$ cat config.mk
export PLATFORM = sky130hd
export DESIGN_NAME = lsu_mem_initiator
export DESIGN_NICKNAME = d
export VERILOG_FILES = /design/src/rtl/lsu_pkg.sv /design/src/rtl/lsu_align.sv /design/src/rtl/lsu_mem_initiator.sv
export SDC_FILE = /design/constraint.sdc
export NUM_CORES = 1
export LEC_CHECK = 0
export ABC_AREA = 1
export ABC_CLOCK_PERIOD_IN_PS = 1700
export CORE_MARGIN = 5
export CORE_UTILIZATION = 39
export CTS_CLUSTER_SIZE = 30
export DETAILED_ROUTE_END_ITERATION = 8
export PLACE_DENSITY = 0.8
export SLEW_MARGIN = 20
export SYNTH_ARGS = -nofsm -noshare
export SYNTH_HDL_FRONTEND = slang
export SYNTH_SLANG_ARGS = --single-unit
$ cat constraint.sdc
create_clock -name clk -period 1.7 [get_ports clk]
set_input_delay 0.17 -clock clk [delete_from_list [all_inputs] [get_ports clk]]
set_output_delay 0.17 -clock clk [all_outputs]
set_load 0.05 [all_outputs]
$ cat src/rtl/lsu_pkg.sv
// lsu_pkg: access-type codes, exception codes and FSM states shared by the LSU files
package lsu_pkg;
   localparam logic [2:0] DM_W  = 3'd0;
   localparam logic [2:0] DM_H  = 3'd1;
   localparam logic [2:0] DM_HU = 3'd2;
   localparam logic [2:0] DM_B  = 3'd3;
   localparam logic [2:0] DM_BU = 3'd4;
   localparam logic [4:0] EXC_ADEL = 5'd4;
   localparam logic [4:0] EXC_ADES = 5'd5;
   typedef enum logic [1:0] {IDLE, ISSUE, WAIT, RESP} state_t;
endpackage

$ cat src/rtl/lsu_align.sv
// lsu_align: byte enables, store-lane replication, load lane extraction/extension and misalign detection
module lsu_align
   import lsu_pkg::*;
(
   input  logic [2:0]  typ,
   input  logic [1:0]  addr,
   input  logic [31:0] wdata,
   input  logic [31:0] rdata,
   output logic [3:0]  be,
   output logic [31:0] wdata_rep,
   output logic [31:0] rdata_ext,
   output logic [1:0]  addr_fix,
   output logic        misaligned
);
   logic is_h, is_b;
   logic [15:0] lane_h;
   logic [7:0] lane_b;
   // codes 5-7 fall through every test below and behave as a word access
   always_comb begin
      is_h = typ == DM_H || typ == DM_HU;
      is_b = typ == DM_B || typ == DM_BU;
      lane_h = addr[1] ? rdata[31:16] : rdata[15:0];
      lane_b = rdata[{addr, 3'b000} +: 8];
      be = is_b ? 4'b0001 << addr : is_h ? (addr[1] ? 4'b1100 : 4'b0011) : 4'b1111;
      wdata_rep = is_b ? {4{wdata[7:0]}} : is_h ? {2{wdata[15:0]}} : wdata;
      rdata_ext = typ == DM_H  ? {{16{lane_h[15]}}, lane_h} :
                  typ == DM_HU ? {16'b0, lane_h} :
                  typ == DM_B  ? {{24{lane_b[7]}}, lane_b} :
                  typ == DM_BU ? {24'b0, lane_b} : rdata;
      addr_fix = is_b ? addr : is_h ? {addr[1], 1'b0} : 2'b00;
      misaligned = is_b ? 1'b0 : is_h ? addr[0] : addr != 2'b00;
   end
endmodule

$ cat src/rtl/lsu_mem_initiator.sv
// lsu_mem_initiator: one-at-a-time load/store initiator between the CPU memory stage and word memory.
// LSU_MISALIGN_EXC_EN: raise AdEL/AdES on misaligned accesses instead of silently aligning them.
module lsu_mem_initiator
   import lsu_pkg::*;
#(
   parameter int ADDR_W = 32,
   parameter int DATA_W = 32
) (
   input  logic              clk,
   input  logic              reset,
   input  logic              req_valid,
   output logic              req_ready,
   input  logic              req_we,
   input  logic [2:0]        req_type,
   input  logic [ADDR_W-1:0] req_addr,
   input  logic [DATA_W-1:0] req_wdata,
   input  logic [31:0]       req_pc,
   output logic              resp_valid,
   output logic [DATA_W-1:0] resp_rdata,
   output logic              resp_exc,
   output logic [4:0]        resp_exccode,
   output logic [31:0]       resp_pc,
   output logic              mem_req_valid,
   input  logic              mem_req_ready,
   output logic [ADDR_W-1:0] mem_addr,
   output logic              mem_we,
   output logic [3:0]        mem_be,
   output logic [DATA_W-1:0] mem_wdata,
   input  logic              mem_rsp_valid,
   input  logic [DATA_W-1:0] mem_rdata
);
   state_t state, state_nx;
   logic we_r, accept, to_exc, misaligned, idle;
   logic [2:0] typ_r;
   logic [ADDR_W-1:0] addr_r, addr_eff;
   logic [DATA_W-1:0] wdata_r, rdata_r, wdata_rep, rdata_ext;
   logic [31:0] pc_r;
   logic [3:0] be;
   logic [1:0] addr_fix;

   assign idle = state == IDLE;
   assign accept = idle && req_valid;

   // in IDLE the aligner judges the incoming request, afterwards the latched one
   lsu_align u_align (
      .typ        (idle ? req_type : typ_r),
      .addr       (idle ? req_addr[1:0] : addr_r[1:0]),
      .wdata      (wdata_r),
      .rdata      (mem_rdata),
      .be         (be),
      .wdata_rep  (wdata_rep),
      .rdata_ext  (rdata_ext),
      .addr_fix   (addr_fix),
      .misaligned (misaligned)
   );

   // forcing alignment only matters when misaligned accesses are allowed through
   assign addr_eff = {req_addr[ADDR_W-1:2], misaligned ? addr_fix : req_addr[1:0]};

`ifdef LSU_MISALIGN_EXC_EN
   logic exc_r;
   always_ff @(posedge clk)
      if (reset) exc_r <= 1'b0;
      else if (accept) exc_r <= misaligned;
   assign to_exc = misaligned;
   assign resp_exc = resp_valid && exc_r;
`else
   assign to_exc = 1'b0;
   assign resp_exc = 1'b0;
`endif

   always_ff @(posedge clk)
      if (reset) state <= IDLE;
      else state <= state_nx;

   always_comb begin
      state_nx = state;
      req_ready = 1'b0;
      mem_req_valid = 1'b0;
      resp_valid = 1'b0;
      unique case (state)
         IDLE: begin
            req_ready = 1'b1;
            if (req_valid) state_nx = to_exc ? RESP : ISSUE;
         end
         ISSUE: begin
            mem_req_valid = 1'b1;
            if (mem_req_ready) state_nx = WAIT;
         end
         WAIT: if (mem_rsp_valid) state_nx = RESP;
         RESP: begin
            resp_valid = 1'b1;
            state_nx = IDLE;
         end
         default: state_nx = IDLE;
      endcase
   end

   always_ff @(posedge clk)
      if (reset) begin
         we_r <= 1'b0;
         typ_r <= DM_W;
         addr_r <= '0;
         wdata_r <= '0;
         pc_r <= '0;
         rdata_r <= '0;
      end else if (accept) begin
         we_r <= req_we;
         typ_r <= req_type;
         addr_r <= addr_eff;
         wdata_r <= req_wdata;
         pc_r <= req_pc;
         rdata_r <= '0;
      end else if (state == WAIT && mem_rsp_valid && !we_r) begin
         rdata_r <= rdata_ext;
      end

   assign mem_addr = mem_req_valid ? {addr_r[ADDR_W-1:2], 2'b00} : '0;
   assign mem_we = mem_req_valid && we_r;
   assign mem_be = mem_req_valid ? be : 4'b0000;
   assign mem_wdata = mem_req_valid ? wdata_rep : '0;
   assign resp_rdata = resp_valid ? rdata_r : '0;
   assign resp_pc = resp_valid ? pc_r : '0;
   assign resp_exccode = resp_exc ? (we_r ? EXC_ADES : EXC_ADEL) : 5'd0;
endmodule

==> results.toml, run 1 <==
[clock_tree]
tritoncts = "done"
clock_tree.htree_level_count = 4
clk_root_buffer_cell = "sky130_fd_sc_hd__clkbuf_16"
clock_sink_count = 134
clock_latency_ps = 420
cts_inserted_buffers = 17
clk_transition_reported_paths_ps = 60
max-clock-path-buffers = 2

[grt]
gr-total-overflow = 0
grt_pass1_vias = 8214
grt_start_max_net_pins = 66
antenna_found_initial = 2
grt_first_pass_wirelength_um = 46600
globalRouteTotalUtil_pct = 30.4

[yosys]
synthDistinctLibCells = 32
netlist_top_cells_area = "sky130_fd_sc_hd__dfxtp_1 41%, sky130_fd_sc_hd__nand2_1 16%, sky130_fd_sc_hd__a22o_1 11%, sky130_fd_sc_hd__inv_1 8.2%, sky130_fd_sc_hd__o21ai_0 4.1%"
number_of_warning_messages_in_the_yosys_log = 0
synthesis.area_per_instance_um2 = 7.11
synth_top_cell_area_share_pct = 40.8
synth-seq-area-share_pct = 40.8
synthesis.instances = 925
synth-seq-cells = 134
synth_top_area_cell = "sky130_fd_sc_hd__dfxtp_1"
syn-cell-area_um2 = 6580

[sta]
hold-worst-slack_ps = 348
layout_worst_path_cycle_share_pct = 145
hold_viol_final = 0
slew_viol_final = 0
clock_skew_ps = 6.38
period_minus_slack_ps = 2470
tightest_slew_ps = 581
max_freq_mhz = 405
timing.max_slew.rel_slack_pct = 61.2
totalNegativeSetupSlack_ps = -55650
setup_viol = 235
postLayoutSetupSlackWorst_ps = -769
rsz0062_at_grt = "true"

[worst_setup_path]
type_of_the_worst_setup_path = "reg -> out"
crit_path_start_kind = "flip-flop"
cp_arrival_ps = 2300
worst-endpoint-required_ps = 1530
worst-path-max-fanout = 8
rrSetupSlack_ps = -360
crit_path_end_kind = "primary output"

[drt]
wl_met2_um = 17800
drt-total-wl_um = 35200
detail_route.drc_violations = 0
vias_per_cell = 5.47
topRoutingLayerUsed = "met5"
drt-met1-wl_um = 11800
firstDrtPassIters = 6
met3RoutedLength_um = 3450
route.antenna.remaining_nets = 0
route.detailed.wl_per_inst_um = 23.6
detailedRoute.firstIterationViolations = 665
vias = 8160

[layout]
final_design_area_no_fill_um2 = 13800
layout_common_cells = "194 x sky130_fd_sc_hd__nand2_1, 161 x sky130_fd_sc_hd__buf_12, 136 x sky130_fd_sc_hd__clkdlybuf4s50_1"
synthToLayoutAreaGrowth_pct = 110
utilization_pct = 83.4
final_net_count = 1402
layout.cells.most_common = "sky130_fd_sc_hd__nand2_1"
drive_gt1_share_pct = 43.2

[place]
gp_congestion = 0.922
portBuffers = 270
hpwlAfterDp_um = 20500
placement.cell_area_um2 = 11800

[floorplan]
die_height_um = 140
design.die.area_um2 = 19600
std_cell_rows = 47
design.core.area_um2 = 16600
initial_standard_cell_utilization_of_the_core_pct = 39.7
i_o_pin_count = 279
floorplan.die.width_um = 140

[outcome]
status = "finished, violations left"
violations = "setup timing"

[power_and_ir_drop]
pwr-share-comb_pct = 62.4
power.static_leakage_nw = 6.41
power.total_mw = 22.0
p_sw_mw = 9.67
power_switching_share_pct = 44.0
pwr_density_cell_nw_per_um2 = 1590
share_clk_of_total_power_pct = 17.9
seq_power_share_pct = 19.6
vdd_drop_max_uv = 1060
internal_power_of_the_cells_mw = 12.3

[run]
cap_viol_max_count = 0

[min_path]
timing.hold.worst.class = "in -> reg"
==> per-stage QoR <==
stage,std cells,setup slack (ps)
after floorplan,932,-345
after global placement,1418,-300
final,1493,-769
after detailed placement,1418,-338
after global routing,1493,-833
after CTS,1469,-735
==> registers in the layout (all words and copies together) (netlist names) <==
signal and cells:
state 2, rdata_r 32, we_r 1, addr_r 32, wdata_r 32, typ_r 3
pc_r 32
==> worst max-delay path: stages, from the launching register on <==
cell and delay (ps):
sky130_fd_sc_hd__dfxtp_2 340, sky130_fd_sc_hd__inv_2 50, sky130_fd_sc_hd__ha_4 200, sky130_fd_sc_hd__inv_6 100, sky130_fd_sc_hd__nand2_4 60, sky130_fd_sc_hd__nand2_4 100
sky130_fd_sc_hd__nand3_2 120, sky130_fd_sc_hd__nand2_4 120, sky130_fd_sc_hd__nor2_4 40, sky130_fd_sc_hd__buf_12 140, sky130_fd_sc_hd__clkbuf_16 170, sky130_fd_sc_hd__buf_6 130
sky130_fd_sc_hd__a21oi_4 140, sky130_fd_sc_hd__buf_12 150
==> per-layer routing <==
metal,GRT usage [%],vias up
li1,-,3636
met1,32.1,3871
met2,54.3,517
met3,11.2,134
met4,12.8,2
met5,0,-
==> final timing paths <==
check / cells after the start / end / startpoint
worst max-delay path: 13 / mem_wdata[21] / state[1]$_SDFFE_PP0P_
worst max register to register: 13 / rdata_r[16]$_SDFFE_PP0P_ / state[0]$_SDFFE_PP0P_
worst min-delay path: 3 / rdata_r[20]$_SDFFE_PP0P_ / mem_rdata[20]
worst min register to register: 2 / rdata_r[1]$_SDFFE_PP0P_ / rdata_r[1]$_SDFFE_PP0P_
==> synthesized netlist by cell type <==
cell type	count
sky130_fd_sc_hd__nand2_1	277
sky130_fd_sc_hd__inv_1	144
sky130_fd_sc_hd__dfxtp_1	134
sky130_fd_sc_hd__a22o_1	85
sky130_fd_sc_hd__o21ai_0	54
sky130_fd_sc_hd__a21oi_1	44
sky130_fd_sc_hd__nand3_1	37
sky130_fd_sc_hd__buf_2	26
sky130_fd_sc_hd__clkbuf_1	23
sky130_fd_sc_hd__nor2_1	20
sky130_fd_sc_hd__a21oi_2	10
sky130_fd_sc_hd__buf_4	10
sky130_fd_sc_hd__a31oi_1	7
sky130_fd_sc_hd__inv_2	7
sky130_fd_sc_hd__o211ai_1	7
sky130_fd_sc_hd__buf_1	5
sky130_fd_sc_hd__ha_1	5
sky130_fd_sc_hd__nand2_2	4
sky130_fd_sc_hd__o21ai_1	4
sky130_fd_sc_hd__o22ai_1	4
sky130_fd_sc_hd__nand2_4	3
sky130_fd_sc_hd__buf_6	2
sky130_fd_sc_hd__nand3_2	2
sky130_fd_sc_hd__nor2_2	2
sky130_fd_sc_hd__nor2_4	2
sky130_fd_sc_hd__a211oi_1	1
sky130_fd_sc_hd__clkinv_1	1
sky130_fd_sc_hd__conb_1	1
sky130_fd_sc_hd__nand3b_4	1
sky130_fd_sc_hd__nor3_1	1
sky130_fd_sc_hd__o221ai_1	1
sky130_fd_sc_hd__or2_1	1
==> cell families (layout without fill, tap and decap cells) <==
logic type               Yosys count  after routing  synth area share (%)
flip-flops                       134            134                  40.8
AND/OR/NAND/NOR                  350            350                  22.0
AO/OA/AOI/OAI                    217            217                  22.5
other                              1              9                0.0570
adder cells (fa/ha/maj)            5              5                 0.951
buffers and inverters            218            558                  13.7
==> repair_timing <==
| item | in CTS | in global routing |
|---|---|---|
| setup buffers | 14 | 18 |
| cloned | 7 | 8 |
| hold buffers | 0 | 0 |
| endpoints found under the setup margin | 233 | 267 |
| pin swaps | 24 | 37 |
| resized for setup | 166 | 142 |
==> final cells by class <==
class	instances	area, um^2
clock buffer	20	467
sequential	134	2690
fill	823	2750
multi-input combinational	580	4110
inverter	152	662
timing repair buffer	374	5480
clock inverter	11	146
timing repair inverter	1	8.76
antenna	1	2.50
tap	220	275
==> power groups by stage <==
stage	Clock [mW]	Combinational [mW]	Sequential, mW
finish	3.95	13.7	4.31
global route	4.09	14.3	4.33
CTS	3.89	11.6	4.16
detailed placement	0	10.0	4.14
global placement	0	9.81	4.13
floorplan	0	6.19	4.02
(Power assumes the default switching activity.)
==> inputs of run 2 (changes only) <==
- CAP_MARGIN: not set -> 30
- CORE_MARGIN: 5 -> not set
==> run 2 against run 1 <==
The flow still finishes with violations (setup timing). Utilization is 2.2 points higher. Sequential share of layout area fell by 0.42 points. Die area is 11% lower. Count of clock-buffer cells in the layout is 7 higher. Sequential power hardly changed. Critical path depth is the same. Critical path type unchanged. Largest power group unchanged.
==> results.toml, run 2 (synthesis results as in run 1) <==
[outcome]
status = "finished, violations left"
violations = "setup timing"

[sta]
slew_viol_final = 0
max_freq_mhz = 393
setup_viol = 266
postLayoutSetupSlackWorst_ps = -845
hold_viol_final = 0
tightest_slew_ps = 536
rsz0062_at_grt = "true"
clock_skew_ps = 10.2
timing.max_slew.rel_slack_pct = 64.2
period_minus_slack_ps = 2540
totalNegativeSetupSlack_ps = -92820
layout_worst_path_cycle_share_pct = 150

[drt]
route.detailed.wl_per_inst_um = 23.3
wl_met2_um = 17600
met3RoutedLength_um = 3050
route.antenna.remaining_nets = 0
detailedRoute.firstIterationViolations = 747
drt-total-wl_um = 35100
drt-met1-wl_um = 12000
detail_route.drc_violations = 0
vias = 8491
firstDrtPassIters = 5
topRoutingLayerUsed = "met5"
vias_per_cell = 5.64

[layout]
drive_gt1_share_pct = 43.9
utilization_pct = 85.6
synthToLayoutAreaGrowth_pct = 115
layout_common_cells = "170 x sky130_fd_sc_hd__nand2_1, 160 x sky130_fd_sc_hd__buf_12, 136 x sky130_fd_sc_hd__clkdlybuf4s50_1"
layout.cells.most_common = "sky130_fd_sc_hd__nand2_1"
final_net_count = 1413

[clock_tree]
clock_latency_ps = 440
cts_inserted_buffers = 17
clock_tree.htree_level_count = 4
clk_transition_reported_paths_ps = 60
max-clock-path-buffers = 2
clk_root_buffer_cell = "sky130_fd_sc_hd__clkbuf_16"
clock_sink_count = 134
tritoncts = "done"

[worst_setup_path]
timing.rr.start = "state[1]$_SDFFE_PP0P_"
type_of_the_worst_setup_path = "reg -> out"
crit_path_start_kind = "flip-flop"
worst-endpoint-required_ps = 1530
crit-reg2reg-capture = "rdata_r[24]$_SDFFE_PP0P_"
worst-path-max-fanout = 7
cp_arrival_ps = 2370
rrSetupSlack_ps = -520
crit_path_end_kind = "primary output"
worst_r2r_path_depth = 14

[power_and_ir_drop]
power.static_leakage_nw = 6.45
pwr_density_cell_nw_per_um2 = 1620
vdd_drop_max_uv = 1070
power.total_mw = 22.9

[floorplan]
floorplan.die.width_um = 132
std_cell_rows = 47
design.core.area_um2 = 16500
die_height_um = 132
initial_standard_cell_utilization_of_the_core_pct = 39.8
design.die.area_um2 = 17400
i_o_pin_count = 279

[min_path]
worstHoldPathCells = 3
min_to = "we_r$_SDFFE_PP0P_"
timing.hold.worst.class = "in -> reg"
hold_path_startpoint = "req_we"

[grt]
gr-total-overflow = 0
grt_first_pass_wirelength_um = 44700
grt_start_max_net_pins = 59
grt_pass1_vias = 8149
antenna_found_initial = 3
globalRouteTotalUtil_pct = 33.4

[place]
gp_congestion = 0.866
hpwlAfterDp_um = 18800
portBuffers = 270

[run]
cap_viol_max_count = 0
## run 2: changes by cell type in the layout (fill, tap and decap cells not counted), sizes merged, moves of 2 or more
cell and change:
clkbuf +10, buf +9, clkinv -4, bufinv -2
## run 2: power breakdown
part	total, mW	internal, mW	switching (mW)
Clock	3.83	2.29	1.54
Combinational	14.8	6.64	8.16
Sequential	4.28	3.71	0.566
Total	22.9	12.6	10.3
## run 2: per-layer routing
metal	up-vias	track usage (%)
met2	562	60.2
met5	-	0
met4	2	18.0
met1	4090	35.0
li1	3656	-
met3	181	9.77
## run 2: worst max path at each step
stage / startpoint / endpoint / slack (ps)
after floorplan: state[0]$_SDFFE_PP0P_ / mem_wdata[29] / -350
after global placement: req_type[0] / mem_be[3] / -380
after detailed placement: req_type[0] / mem_be[3] / -460
after CTS: state[0]$_SDFFE_PP0P_ / mem_wdata[30] / -710
after global routing: state[0]$_SDFFE_PP0P_ / mem_wdata[31] / -870
final: state[1]$_SDFFE_PP0P_ / mem_wdata[9] / -840
## run 2: critical path, stage by stage, from the launching register on
cell and delay (ps):
sky130_fd_sc_hd__dfxtp_2 330, sky130_fd_sc_hd__inv_2 80, sky130_fd_sc_hd__ha_4 230, sky130_fd_sc_hd__inv_8 70
sky130_fd_sc_hd__nand2_4 100, sky130_fd_sc_hd__nand2_4 80, sky130_fd_sc_hd__nand3_4 100, sky130_fd_sc_hd__nand2_4 80
sky130_fd_sc_hd__buf_12 150, sky130_fd_sc_hd__buf_16 160, sky130_fd_sc_hd__inv_16 100, sky130_fd_sc_hd__nand2_4 50
sky130_fd_sc_hd__a21oi_4 220, sky130_fd_sc_hd__buf_12 170
## run 2: final cells by class
| class | instances | area (um^2) |
|---|---|---|
| diodes | 2 | 5.00 |
| clock buffers | 27 | 533 |
| clock inverters | 5 | 61.3 |
| fillers | 760 | 2380 |
| inverters | 152 | 656 |
| multi-input cells | 580 | 4250 |
| flip-flops and latches | 134 | 2690 |
| well taps | 220 | 275 |
| repair buffers | 385 | 5660 |
| repair inverters | 1 | 16.3 |
## run 2: stage by stage
stage	hold WS, ps	cell area (um^2)	setup slack [ps]	cells
floorplan	241	7200	-345	932
global placement	451	11800	-377	1412
detailed placement	455	11800	-459	1412
CTS	303	13100	-705	1473
global route	310	14100	-871	1506
finish	301	14100	-845	1506
## run 2: what timing repair did
| item | 4_1_cts | 5_1_grt |
|---|---|---|
| buffers inserted | 24 | 30 |
| resized for setup | 158 | 192 |
| hold buffers | 0 | 0 |
| endpoints found under the setup margin | 228 | 268 |
| pin swaps | 32 | 56 |
| gates cloned | 6 | 12 |
==> RTL change: new RTL, config.mk and constraints of run 2 <==
The 4 states of `state_t` get a one-hot encoding in 4 bits.
--- a/src/rtl/lsu_pkg.sv
+++ b/src/rtl/lsu_pkg.sv
@@ -7,6 +7,6 @@
    localparam logic [2:0] DM_BU = 3'd4;
    localparam logic [4:0] EXC_ADEL = 5'd4;
    localparam logic [4:0] EXC_ADES = 5'd5;
-   typedef enum logic [1:0] {IDLE, ISSUE, WAIT, RESP} state_t;
+   typedef enum logic [3:0] {IDLE = 4'b0001, ISSUE = 4'b0010, WAIT = 4'b0100, RESP = 4'b1000} state_t;
 endpackage
 
Function: no difference found for any inputs over 4 cycles, from zero or initial values and one cycle with reset high; so few cycles prove little.
==> RTL change against run 2 <==
The flow still finishes with violations (setup timing); first-iteration DRC count down 16%; routed wire length down 17%; final cell count grew 5.0%; area after synthesis grew 1.5%; worst setup slack lost 0.058 ns; sequential cell count increased by 2; design area decreased by 4.2%; via count is 3.1% lower; core utilization decreased by 4.1 points; die area is 1.5% higher.
Power is not compared: it rests on default switching activity, and its combinational part moved more than twofold at a synthesized area within 25%.
==> RTL change: results (changes against run 2) <==
worst hold margin 0.3162 ns (+0.01474 ns); origin of the worst min-delay path req_wdata[7]; Mapped Cells 1006 (+8.8%); Detailed Place HPWL 17850 µm (-5.0%); R2R depth 17 (+3); slack of the critical path -0.9031 ns (-0.05819 ns); post-DR wirelength/cell 18.50 µm (-21%); DP Cell Count 1510 (+6.9%); WL met2 14630 µm (-17%); syn avg cell area 6.639 µm² (-6.6%); Finished Cell Area 13550 µm² (-4.2%); Setup Viol. Count Final 269 (+1.1%); r2r endpoint rdata_r[23]; diode count 0 (-2); multi-input combinational area share 32.38% (+2.3 points); WL met3 2121 µm (-30%); share of cells above drive strength 1 37.84% (-6.1 points); met3 GRT Util 8.582% (-1.2 points); DRT met1 WL 10840 µm (-9.8%); fraction of area in registers 20.13% (+1.1 points); GP Congestion 0.8930 (+3.1%); setup bufs post-CTS 16 (-33%); clock-cell share of area 4.348% (+0.15 points); vias in the first global route 8436 (+3.5%); violated checks setup timing; Setup TNS Final -110.12 ns (-17.30 ns); status complete, but fails checks; clk_lat worst skew 0.42 ns (-0.02 ns); RR Startpoint state[0]; bufs w/o clock 381 (-1.0%); crit path max fanout 8 (+1); routing usage on met1 35.72% (+0.74 points); sequential area share after synthesis 40.76% (about the same); Worst EP arrival 2.43 ns (+0.06 ns); via count 8224 (-3.1%); Logic inverters 155 (+1.3%); Post-synth top cells 236 x nand2_1, 148 x inv_1, 136 x dfxtp_1; CP peak stage delay 0.35 ns (+0.02 ns); worst hold path endpoint wdata_r[7]; Post-Route Skew 0.009959 ns (-0.0002103 ns); max layer used met4
## RTL change: changes by cell type after synthesis, moves of 3 or more
cell	run 2	this run
nand2_2	4	8
o21ai_1	4	1
clkbuf_1	23	26
ha_1	5	0
buf_4	10	13
nand3_1	37	50
inv_1	144	148
nor2_1	20	125
a22o_1	85	16
nand2_1	277	236
buf_2	26	20
o21ai_0	54	124
## RTL change: how the worst max path moves through the flow
| stage | slack, ns | startpoint | cells after the start | endpoint |
|---|---|---|---|---|
| floorplan | -0.70 | state[3] | 5 | resp_pc[0] |
| global placement | -0.41 | req_type[2] | 11 | mem_wdata[23] |
| detailed placement | -0.46 | req_type[2] | 11 | mem_wdata[23] |
| CTS | -0.79 | state[0] | 13 | mem_wdata[22] |
| global route | -0.96 | state[0] | 13 | mem_be[3] |
| finish | -0.90 | state[0] | 13 | mem_be[3] |
